$ cat src/rtl/bcd_keypad_entry_if.sv
// Result handshake between bcd_keypad_entry (master) and the datapath (slave).
interface bcd_keypad_entry_if;
  logic [7:0] value;
  logic       out_valid;
  logic       overflow;
  logic       out_ready;

  modport master (output value, output out_valid, output overflow, input out_ready);
  modport slave  (input value, input out_valid, input overflow, output out_ready);
endinterface

$ cat src/rtl/bcd_keypad_entry.sv
// Signed 3-digit BCD keypad entry with sequential reverse double-dabble
// conversion to 8-bit two's complement and a valid/ready result handshake.
// Optional macro BCD_ENTRY_SAT_EN: saturate the value on overflow instead of
// returning 8'h00.
module bcd_keypad_entry (
  input  logic                       clk,
  input  logic                       reset,
  input  logic                       digit_valid,
  input  logic [3:0]                 digit,
  input  logic                       sign_toggle,
  input  logic                       clear,
  input  logic                       enter,
  bcd_keypad_entry_if.master         res_if,
  output logic                       busy,
  output logic [3:0]                 disp_hun,
  output logic [3:0]                 disp_tens,
  output logic [3:0]                 disp_ones,
  output logic                       disp_neg
);

  localparam int unsigned DIG_W   = 4;
  localparam int unsigned BCD_W   = 3 * DIG_W;
  localparam int unsigned BIN_W   = 10;
  localparam int unsigned OUT_W   = 8;
  localparam int unsigned SH_W    = BCD_W + BIN_W;
  localparam int unsigned ITER_W  = 4;
  localparam int unsigned ITERS   = 10;
  localparam int unsigned CNT_W   = 2;

  typedef enum logic [1:0] {ST_ENTRY, ST_CONVERT, ST_CHECK, ST_DONE} state_e;

  state_e              state_q, state_d;
  logic [DIG_W-1:0]    hun_q, hun_d, tens_q, tens_d, ones_q, ones_d;
  logic [CNT_W-1:0]    cnt_q, cnt_d;
  logic                neg_q, neg_d;
  logic [BCD_W-1:0]    bcd_q, bcd_d;
  logic [BIN_W-1:0]    bin_q, bin_d;
  logic [ITER_W-1:0]   iter_q, iter_d;
  logic [OUT_W-1:0]    value_q, value_d;
  logic                ovf_q, ovf_d;
  logic                out_valid_q, out_valid_d;
  logic                busy_q, busy_d;

  logic [SH_W-1:0]     shift_v;
  logic [BCD_W-1:0]    bcd_adj;
  logic [OUT_W-1:0]    neg_mag;
  logic                ovf_v;
  logic [OUT_W-1:0]    val_v;

  // Reverse double-dabble correction for one BCD nibble.
  function automatic logic [DIG_W-1:0] adj3(input logic [DIG_W-1:0] n);
    return (n >= DIG_W'(8)) ? n - DIG_W'(3) : n;
  endfunction

  // State register.
  always_ff @(posedge clk) begin
    if (!reset) state_q <= ST_ENTRY;
    else        state_q <= state_d;
  end

  // Next-state logic.
  always_comb begin
    state_d = state_q;
    case (state_q)
      ST_ENTRY:   if (!clear && enter) state_d = ST_CONVERT;
      ST_CONVERT: if (iter_q == ITER_W'(ITERS - 1)) state_d = ST_CHECK;
      ST_CHECK:   state_d = ST_DONE;
      ST_DONE:    if (out_valid_q && res_if.out_ready) state_d = ST_ENTRY;
      default:    state_d = ST_ENTRY;
    endcase
  end

  // Datapath and output next values.
  always_comb begin
    hun_d       = hun_q;
    tens_d      = tens_q;
    ones_d      = ones_q;
    cnt_d       = cnt_q;
    neg_d       = neg_q;
    bcd_d       = bcd_q;
    bin_d       = bin_q;
    iter_d      = iter_q;
    value_d     = value_q;
    ovf_d       = ovf_q;
    out_valid_d = out_valid_q;
    busy_d      = (state_q != ST_ENTRY);

    shift_v = {bcd_q, bin_q} >> 1;
    bcd_adj = '0;
    for (int i = 0; i < 3; i++) begin
      bcd_adj[DIG_W*i +: DIG_W] = adj3(shift_v[BIN_W + DIG_W*i +: DIG_W]);
    end

    neg_mag = ~bin_q[OUT_W-1:0] + OUT_W'(1);
    ovf_v   = neg_q ? (bin_q > BIN_W'(128)) : (bin_q > BIN_W'(127));
`ifdef BCD_ENTRY_SAT_EN
    if (ovf_v)      val_v = neg_q ? OUT_W'(8'h80) : OUT_W'(8'h7F);
`else
    if (ovf_v)      val_v = '0;
`endif
    else if (neg_q) val_v = neg_mag;
    else            val_v = bin_q[OUT_W-1:0];

    case (state_q)
      ST_ENTRY: begin
        if (clear) begin
          hun_d  = '0;
          tens_d = '0;
          ones_d = '0;
          cnt_d  = '0;
          neg_d  = 1'b0;
        end else if (enter) begin
          bcd_d  = {hun_q, tens_q, ones_q};
          bin_d  = '0;
          iter_d = '0;
        end else if (sign_toggle) begin
          neg_d = ~neg_q;
        end else if (digit_valid && (cnt_q != CNT_W'(3)) && (digit <= DIG_W'(9))) begin
          hun_d  = tens_q;
          tens_d = ones_q;
          ones_d = digit;
          cnt_d  = cnt_q + CNT_W'(1);
        end
      end
      ST_CONVERT: begin
        bcd_d  = bcd_adj;
        bin_d  = shift_v[BIN_W-1:0];
        iter_d = (iter_q == ITER_W'(ITERS - 1)) ? '0 : iter_q + ITER_W'(1);
      end
      ST_CHECK: begin
        value_d = val_v;
        ovf_d   = ovf_v;
      end
      ST_DONE: begin
        if (!out_valid_q) begin
          out_valid_d = 1'b1;
        end else if (res_if.out_ready) begin
          out_valid_d = 1'b0;
          hun_d       = '0;
          tens_d      = '0;
          ones_d      = '0;
          cnt_d       = '0;
          neg_d       = 1'b0;
        end
      end
      default: ;
    endcase
  end

  // Datapath registers.
  always_ff @(posedge clk) begin
    if (!reset) begin
      hun_q       <= '0;
      tens_q      <= '0;
      ones_q      <= '0;
      cnt_q       <= '0;
      neg_q       <= 1'b0;
      bcd_q       <= '0;
      bin_q       <= '0;
      iter_q      <= '0;
      value_q     <= '0;
      ovf_q       <= 1'b0;
      out_valid_q <= 1'b0;
      busy_q      <= 1'b0;
    end else begin
      hun_q       <= hun_d;
      tens_q      <= tens_d;
      ones_q      <= ones_d;
      cnt_q       <= cnt_d;
      neg_q       <= neg_d;
      bcd_q       <= bcd_d;
      bin_q       <= bin_d;
      iter_q      <= iter_d;
      value_q     <= value_d;
      ovf_q       <= ovf_d;
      out_valid_q <= out_valid_d;
      busy_q      <= busy_d;
    end
  end

  // All BCD digits must have been shifted out once conversion completes.
  a_bcd_drained: assert property (@(posedge clk) disable iff (!reset)
                                  (state_q == ST_CHECK) |-> (bcd_q == '0));

  assign res_if.value     = value_q;
  assign res_if.out_valid = out_valid_q;
  assign res_if.overflow  = ovf_q;
  assign busy             = busy_q;
  assign disp_hun         = hun_q;
  assign disp_tens        = tens_q;
  assign disp_ones        = ones_q;
  assign disp_neg         = neg_q;

endmodule
$ cat src/flat_wrapper.sv
// flat-port wrapper written by rule: the top's interface ports become plain ports
module bcd_keypad_entry_flat 
  (clk, reset, digit_valid, digit, sign_toggle, clear, enter, busy, disp_hun, disp_tens, disp_ones, disp_neg, res_if_value, res_if_out_valid, res_if_overflow, res_if_out_ready);
  bcd_keypad_entry_if res_if_i ();
  input  logic clk;
  input  logic reset;
  input  logic digit_valid;
  input  logic [3:0] digit;
  input  logic sign_toggle;
  input  logic clear;
  input  logic enter;
  output logic busy;
  output logic [3:0] disp_hun;
  output logic [3:0] disp_tens;
  output logic [3:0] disp_ones;
  output logic disp_neg;
  output wire logic [$bits(res_if_i.value)-1:0] res_if_value;
  output wire logic [$bits(res_if_i.out_valid)-1:0] res_if_out_valid;
  output wire logic [$bits(res_if_i.overflow)-1:0] res_if_overflow;
  input wire logic [$bits(res_if_i.out_ready)-1:0] res_if_out_ready;
  assign res_if_value = res_if_i.value;
  assign res_if_out_valid = res_if_i.out_valid;
  assign res_if_overflow = res_if_i.overflow;
  assign res_if_i.out_ready = res_if_out_ready;
  bcd_keypad_entry u_core (.clk(clk), .reset(reset), .digit_valid(digit_valid), .digit(digit), .sign_toggle(sign_toggle), .clear(clear), .enter(enter), .res_if(res_if_i), .busy(busy), .disp_hun(disp_hun), .disp_tens(disp_tens), .disp_ones(disp_ones), .disp_neg(disp_neg));
endmodule
$ cat config.mk
export PLATFORM = sky130hd
export DESIGN_NAME = bcd_keypad_entry_flat
export DESIGN_NICKNAME = d
export VERILOG_FILES = /design/src/rtl/bcd_keypad_entry_if.sv /design/src/rtl/bcd_keypad_entry.sv /design/src/flat_wrapper.sv
export SDC_FILE = /design/constraint.sdc
export NUM_CORES = 1
export LEC_CHECK = 0
export ABC_AREA = 1
export BUFFER_PORTS_ARGS = -buffer_cell sky130_fd_sc_hd__buf_2
export CAP_MARGIN = 20
export CELL_PAD_IN_SITES_DETAIL_PLACEMENT = 0
export CELL_PAD_IN_SITES_GLOBAL_PLACEMENT = 2
export CORE_ASPECT_RATIO = 1.2
export CORE_MARGIN = 2
export CORE_UTILIZATION = 35
export CTS_CLUSTER_SIZE = 14
export DETAILED_ROUTE_END_ITERATION = 7
export GPL_ROUTABILITY_DRIVEN = 0
export GPL_TIMING_DRIVEN = 0
export PLACE_DENSITY_LB_ADDON = 0.1
export SYNTH_ARGS = -nofsm -noshare
export SYNTH_HDL_FRONTEND = slang
export SYNTH_SLANG_ARGS = --single-unit
$ cat constraint.sdc
create_clock -name clk -period 2.6 [get_ports clk]
set_clock_uncertainty 0.05 [all_clocks]
set_input_delay 0.52 -clock clk [delete_from_list [all_inputs] [get_ports clk]]
set_output_delay 0.52 -clock clk [all_outputs]
set_load 0.01 [all_outputs]
==> results.md, run 1 <==
- Placed wire-length estimate: between 5 and 6 mm
- Post-route ant nets: 0
- Flops & latches, synth: between 50 and 60
- # hold bufs at CTS: 0
- Slowest stage delay, CP: about 380 ps
- CTS tree: built
- Critical path launch point type: flop
- Crit. End Element: flop
- Hold/Removal Path Class: reg -> reg
- DRC: 0
- Placement-stage cell area: 2945 um2
- Post-synthesis sequential area ratio: 0.4060
- Port Buffer Count: 34
- Synth Area in Simple Gates: 0.2664
- TritonCTS Buffers: 5
- First-pass GRT wire length: 11.48 mm
- Vias/cell: 4.966
- Routed WL: 7.027 mm
- Sink Count: 54
- Std cell rows: 34
- Worst-Margin Slew: approximately 670 ps
- H-Tree Depth: 2
- PD cells: about 860 nW/um2
- DR WL/cell: between 10 and 15 um
- Vias after detailed routing: 2478
- Synthesized area: around 2700 um2
- YS warnings: 0
- Fin crit period: roughly 1800 ps
- GRT Total Usage: 0.1732
- Hold_ws: 421.0 ps
- Fmax: ~550 MHz
- Most used cell, CP: nand2_1
- Most frequent cells in the layout: nand2_1 (92), dfxtp_1 (54), a21oi_1 (47), buf_2 (39), inv_1 (30)
- Mux share of post-synthesis cell area: 0
- Total congestion overflow: 0
- Antenna cells: 0
- Setup bufs post-CTS: 0
- Final #Nets: around 430
- Clock Latency Late Sink: just over 300 ps
- Area delta synth->final: 14.05%
- Most common cell after layout, fill and taps aside: nand2_1
- Fin crit share: 0.6980
- Starting density of the core: 0.3639
- Max-slew violations: 0
- CTS root buffer: clkbuf_8
- Complex-gate fraction of the synthesized area: 0.1701
- Maxcap violations: 0
- Peak supply drop: 373.2 uV
- Die height: approximately 100 um
- Count of final hold-check violations: 0
- Leak: approximately 1.2 nW
- CP max-delay cell: dfxtp_1
- Status: completed
- Setup TNS: 0 ps
- Setup CP Type: reg -> reg
- Avg Cell Area, Syn: just over 7 um2
- Worst Path Required: between 2000 and 3000 ps
- Unique masters post-synth: 28
- Xor-xnor portion of the synthesized cell area: 0.01974
- Die ar.: ~8300 um2
- Worst path arrival time: slightly below 2000 ps
- Largest family of logic cells by synthesized area: simple AND/OR/NAND/NOR gates
- Post-layout util: 0.4150
- Iter 0 DRT Violations: between 100 and 150
- Core Region: roughly 7300 um2
- RSZ-0062 raised after global routing: false
- Detailed Routing Iterations Pass 1: 4
- Maximum clock path buffer count: 2
- Slew margin rel.: 0.5530
- Vias in the first global route: ~2300
- Largest net degree at the start of global routing: 16
- Adder-Cell Fraction of Synth Area: 0.05639
- Chip Width: roughly 84 um
- Top Ports: 35
- Mapped Cells: 367
- Crit-path max FO: 10
- Crit-path cells: inv_1 -> ha_1 -> inv_2 -> nand2_1 -> a21boi_4 -> nand2_4 -> buf_6 -> nand2_1 -> a21oi_1
- Setup violations, final: 0
- Share of post-route cells with drive strength above 1: 0.1443
- Post-Layout Inst Area: approximately 3000 um2
- Post-cts sizing count: 0
- Initial antenna violation count: 0
- Worst-path clk slew: 100 ps
- Synth Net Count: 390
==> metal layers <==
metal | vias to the layer above | part of all wire | GRT usage
met1 | 1137 | 0.46 | 0.2128
met5 | - | 0 | 0
met4 | 0 | 0.021 | 0.06079
li1 | 1290 | - | -
met2 | 39 | 0.49 | 0.3077
met3 | 12 | 0.025 | 0.02656
==> stage by stage <==
| step | std cells | setup slack [ps] | power (mW) |
|---|---|---|---|
| 2_1_floorplan | 367 | 1018 | 1.828 |
| 3_3_place_gp | 491 | 562.8 | 2.147 |
| 3_5_place_dp | 491 | 597.0 | 2.152 |
| 4_1_cts | 499 | 770.9 | 2.645 |
| 5_1_grt | 499 | 597.3 | 2.817 |
| 6_report | 499 | 785.3 | 2.619 |
==> flip-flops by register name, summed over array words and instances, names as in the netlist <==
register	count
u_core.bcd_q	12
u_core.bin_q	10
u_core.res_if.value	8
u_core.disp_hun	4
u_core.disp_ones	4
u_core.disp_tens	4
u_core.iter_q	4
u_core.cnt_q	2
u_core.state_q	2
u_core.busy	1
u_core.disp_neg	1
u_core.res_if.out_valid	1
u_core.res_if.overflow	1
==> path summary, 6_finish.rpt <==
| path | startpoint | end | slack (ps) | cells past startpoint |
|---|---|---|---|---|
| worst max-delay path | u_core.state_q[0] | u_core.disp_tens[3] | 790 | 9 |
| worst min register to register | u_core.res_if.value[0] | u_core.res_if.value[0] | 420 | 2 |
| worst max register to register | u_core.state_q[0] | u_core.disp_tens[3] | 790 | 9 |
| worst min-delay path | u_core.res_if.value[0] | u_core.res_if.value[0] | 420 | 2 |
==> power breakdown <==
group          internal (mW)  total [mW]  switching (mW)
Sequential             0.941        1.04           0.100
Combinational          0.344        1.08           0.732
Clock                  0.216       0.502           0.286
==> cells by family (layout without fill, tap and decap cells) <==
group           Yosys count  count (layout)
flops                    54              54
xor+xnor                  6               6
compound gates           80              80
fa+ha+maj                12              12
buf+inv                  51              93
simple gates            164             164
==> cell type report <==
class	instances	area (um2)
Fill cell	816	4280
Multi-Input combinational cell	262	1365
Sequential cell	54	1081
Timing Repair Buffer	34	170.2
Inverter	33	123.9
Tap cell	90	112.6
Buffer	18	92.59
Clock buffer	7	86.33
Clock inverter	1	5.005
==> worst max-delay path: cells and delay by family (launching register included) <==
| kind | cells | cell delay [ps] |
|---|---|---|
| and+or+nand+nor | 3 | 270 |
| DFF | 1 | 380 |
| AOI/OAI and AO/OA | 2 | 350 |
| adders and majority gates | 1 | 270 |
| buffers and inverters | 3 | 370 |
==> synth_stat cells, drive strengths merged <==
cell type | instances | area, um2
clkbuf | 9 | 33.78
o21ai | 21 | 116.4
a31oi | 7 | 43.79
ha | 12 | 150.1
xor2 | 6 | 52.55
or2 | 1 | 6.260
nand4 | 11 | 68.82
nand3 | 22 | 110.1
buf | 9 | 58.80
inv | 33 | 123.9
a21boi | 1 | 18.77
nand3b | 3 | 22.52
and3 | 1 | 6.260
nor3 | 2 | 10.01
o211ai | 2 | 15.01
a21oi | 48 | 251.5
a211oi | 1 | 7.510
nor2 | 28 | 105.1
dfxtp | 54 | 1081
nand2 | 96 | 380.4
Power figures use the tool's default switching activity.
==> run 2: changes to the inputs <==
--- a/config.mk
+++ b/config.mk
@@ -12,7 +12,7 @@
 export CELL_PAD_IN_SITES_GLOBAL_PLACEMENT = 2
 export CORE_ASPECT_RATIO = 1.2
 export CORE_MARGIN = 2
-export CORE_UTILIZATION = 35
+export CORE_UTILIZATION = 29
 export CTS_CLUSTER_SIZE = 14
 export DETAILED_ROUTE_END_ITERATION = 7
 export GPL_ROUTABILITY_DRIVEN = 0
==> constraint.sdc (replaced) <==
create_clock -name clk -period 1.55 [get_ports clk]
set_clock_uncertainty 0.05 [all_clocks]
set_input_delay 0.31 -clock clk [delete_from_list [all_inputs] [get_ports clk]]
set_output_delay 0.31 -clock clk [all_outputs]
set_load 0.01 [all_outputs]
==> run 2 against run 1 <==
The run now ends with negative setup slack left. Combinational power grew to 2.6 times the previous value. Via count grew 5.9%. Hold slack lost 190 ps. Sequential share of layout area shrank 4.9 points. Utilization shrank 2.0 points. Largest cell class unchanged. Highest routed layer unchanged.
==> results.md, run 2 (synthesis results as in run 1) <==
- Detailed Routing Iterations Pass 1: 4 (unchanged)
- Fin crit share: 1.028 (+0.3298)
- RSZ-0062 raised after global routing: true
- Routed WL: 8.103 mm (+15%)
- Violated checks: negative setup slack
- Hold/Removal Path Class: in -> reg
- Crit-path cells: buf_4 -> ha_4 -> nand2_4 -> a21boi_4 -> buf_12 -> nand2_8 -> clkbuf_16 -> nand2_1 -> a21oi_1
- Hold path start: digit[1]
- Post-Place Setup Slack: -390.0 ps (-987.0 ps)
- Initial antenna violation count: 0 (unchanged)
- Sink Count: 54 (unchanged)
- Max reg flops: 12 (unchanged)
- Area delta synth->final: 33.27%
- First-pass GRT wire length: 12.97 mm (+13%)
- Most frequent cells in the layout: nand2_1 (82), dfxtp_1 (50), buf_2 (35), a21oi_1 (34), inv_1 (26)
- PD cells: 1515 nW/um2 (+76%)
- Fmax: 627.7 MHz (+14%)
- Placement-stage cell area: 2985 um2 (+1.4%)
- CP max-delay cell: dfxtp_2
- Clock Latency Late Sink: 300 ps (about the same)
- Antenna cells: 0 (unchanged)
- Crit. End Element: flop
- Vias after detailed routing: 2623 (+5.9%)
- Fin crit period: 1593 ps (-221.7 ps)
- Slowest stage delay, CP: 340 ps (-40 ps)
- Worst-Margin Slew: 619.5 ps (-50.91 ps)
- CP delay by family, top: buffers and inverters
- Iter 0 DRT Violations: 115 (-4.2%)
- Worst Path Required: 1670 ps (-1060 ps)
- Worst-path clk slew: 90 ps (about the same)
- DRC: 0 (unchanged)
- Final #Nets: 458 (+6.3%)
- Reg2Reg Launch Point: u_core.state_q[1]
- Top Ports: 35 (unchanged)
- Chip Width: 91.47 um (+9.4%)
- Largest net degree at the start of global routing: 15 (-1)
- Post-layout util: 0.3949 (-0.02014)
- Share of post-route cells with drive strength above 1: 0.3018 (+0.1576)
- Setup violations, final: 14 (+14)
- Starting density of the core: 0.2963 (-0.06759)
- Core Region: 8986 um2 (+23%)
- Count of final hold-check violations: 0 (unchanged)
- Die ar.: 9967 um2 (+20%)
- CTS tree: built
- TritonCTS Buffers: 5 (unchanged)
- Setup CP Type: reg -> reg
- Most common cell after layout, fill and taps aside: nand2_1
- GRT Total Usage: 0.1679 (-0.005298)
- Post-route ant nets: 0 (unchanged)
- Worst path bufs/invs: 3 (unchanged)
- Leak: 1.422 nW (+16%)
- Vias in the first global route: 2593 (+13%)
- Status: finished, violations left
- Crit path from: u_core.state_q[1]
- Slew margin rel.: 0.5870 (+0.03394)
- Fill count: 964 (+18%)
- Peak supply drop: 436.8 uV (+17%)
- Crit-path max FO: 7 (-3)
- Worst path arrival time: 1710 ps (-230 ps)
- Die height: 109.0 um (+9.5%)
- Maximum clock path buffer count: 2 (unchanged)
- CTS root buffer: clkbuf_8
- H-Tree Depth: 2 (unchanged)
- Total congestion overflow: 0 (unchanged)
- Maxcap violations: 0 (unchanged)
- Reg with most FFs: u_core.bcd_q
- Critical path launch point type: flop
- Std cell rows: 38 (+12%)
- Port Buffer Count: 34 (unchanged)
- Vias/cell: 4.735 (-4.7%)
- DR WL/cell: 14.63 um (+3.9%)
- Max-slew violations: 0 (unchanged)
- Worst Slack Setup Final: -43.00 ps (-828.3 ps)
- Post-Layout Inst Area: 3548 um2 (+17%)
- Placed wire-length estimate: 5.605 mm (+6.9%)
run 2: what timing repair did:
action / CTS / global route
hold buffers: 0 / 0
resized for setup: 43 / 44
cloned: 3 / 1
buffers inserted: 18 / 5
setup endpoints to repair: 48 / 49
pin swaps: 8 / 14
run 2: per-stage QoR:
stage	hold WS [ps]	std cells	total power [mW]	TNS, ps
floorplan	393.9	367	3.076	0
global placement	404.9	521	3.650	-9018
detailed placement	406.5	521	3.641	-9467
CTS	221.3	548	5.133	-59.93
global route	228.7	554	5.811	-2279
finish	232.5	554	5.375	-253.1
run 2: final timing paths:
path | slack [ps] | endpoint | cells after the start
min reg2reg | 420 | u_core.res_if.value[1] | 2
max | -40 | u_core.disp_hun[0] | 9
max reg2reg | -40 | u_core.disp_hun[0] | 9
min | 230 | u_core.disp_ones[1] | 3
run 2: metal layers:
layer	part of all wire	track usage	routed length [um]	vias to the layer above
met5	0	0	0	-
met4	0.012	0.04870	96	0
met3	0.023	0.03110	190	8
met2	0.54	0.3272	4410	36
met1	0.42	0.1836	3406	1241
li1	-	-	-	1338
run 2: where the power goes:
part / switching, mW / internal [mW] / leakage, nW
clock: 0.440 / 0.346 / 0.0431
combinational: 1.54 / 1.27 / 0.939
sequential: 0.186 / 1.59 / 0.440
total: 2.17 / 3.21 / 1.42
run 2: worst min-delay path: stages:
cell and delay [ps]:
buf_2 100, nand4_1 80, a21oi_1 50
run 2: final cells by class:
cell class	count	area [um2]	area share
Sequential cell	54	1089	0.3068
Tap cell	120	150.1	0.04231
Inverter	33	138.9	0.03914
Multi-Input combinational cell	262	1525	0.4298
Clock buffer	6	82.58	0.02327
Buffer	18	145.1	0.04090
Timing Repair Buffer	60	410.4	0.1157
Timing Repair inverter	1	7.507	0.002116
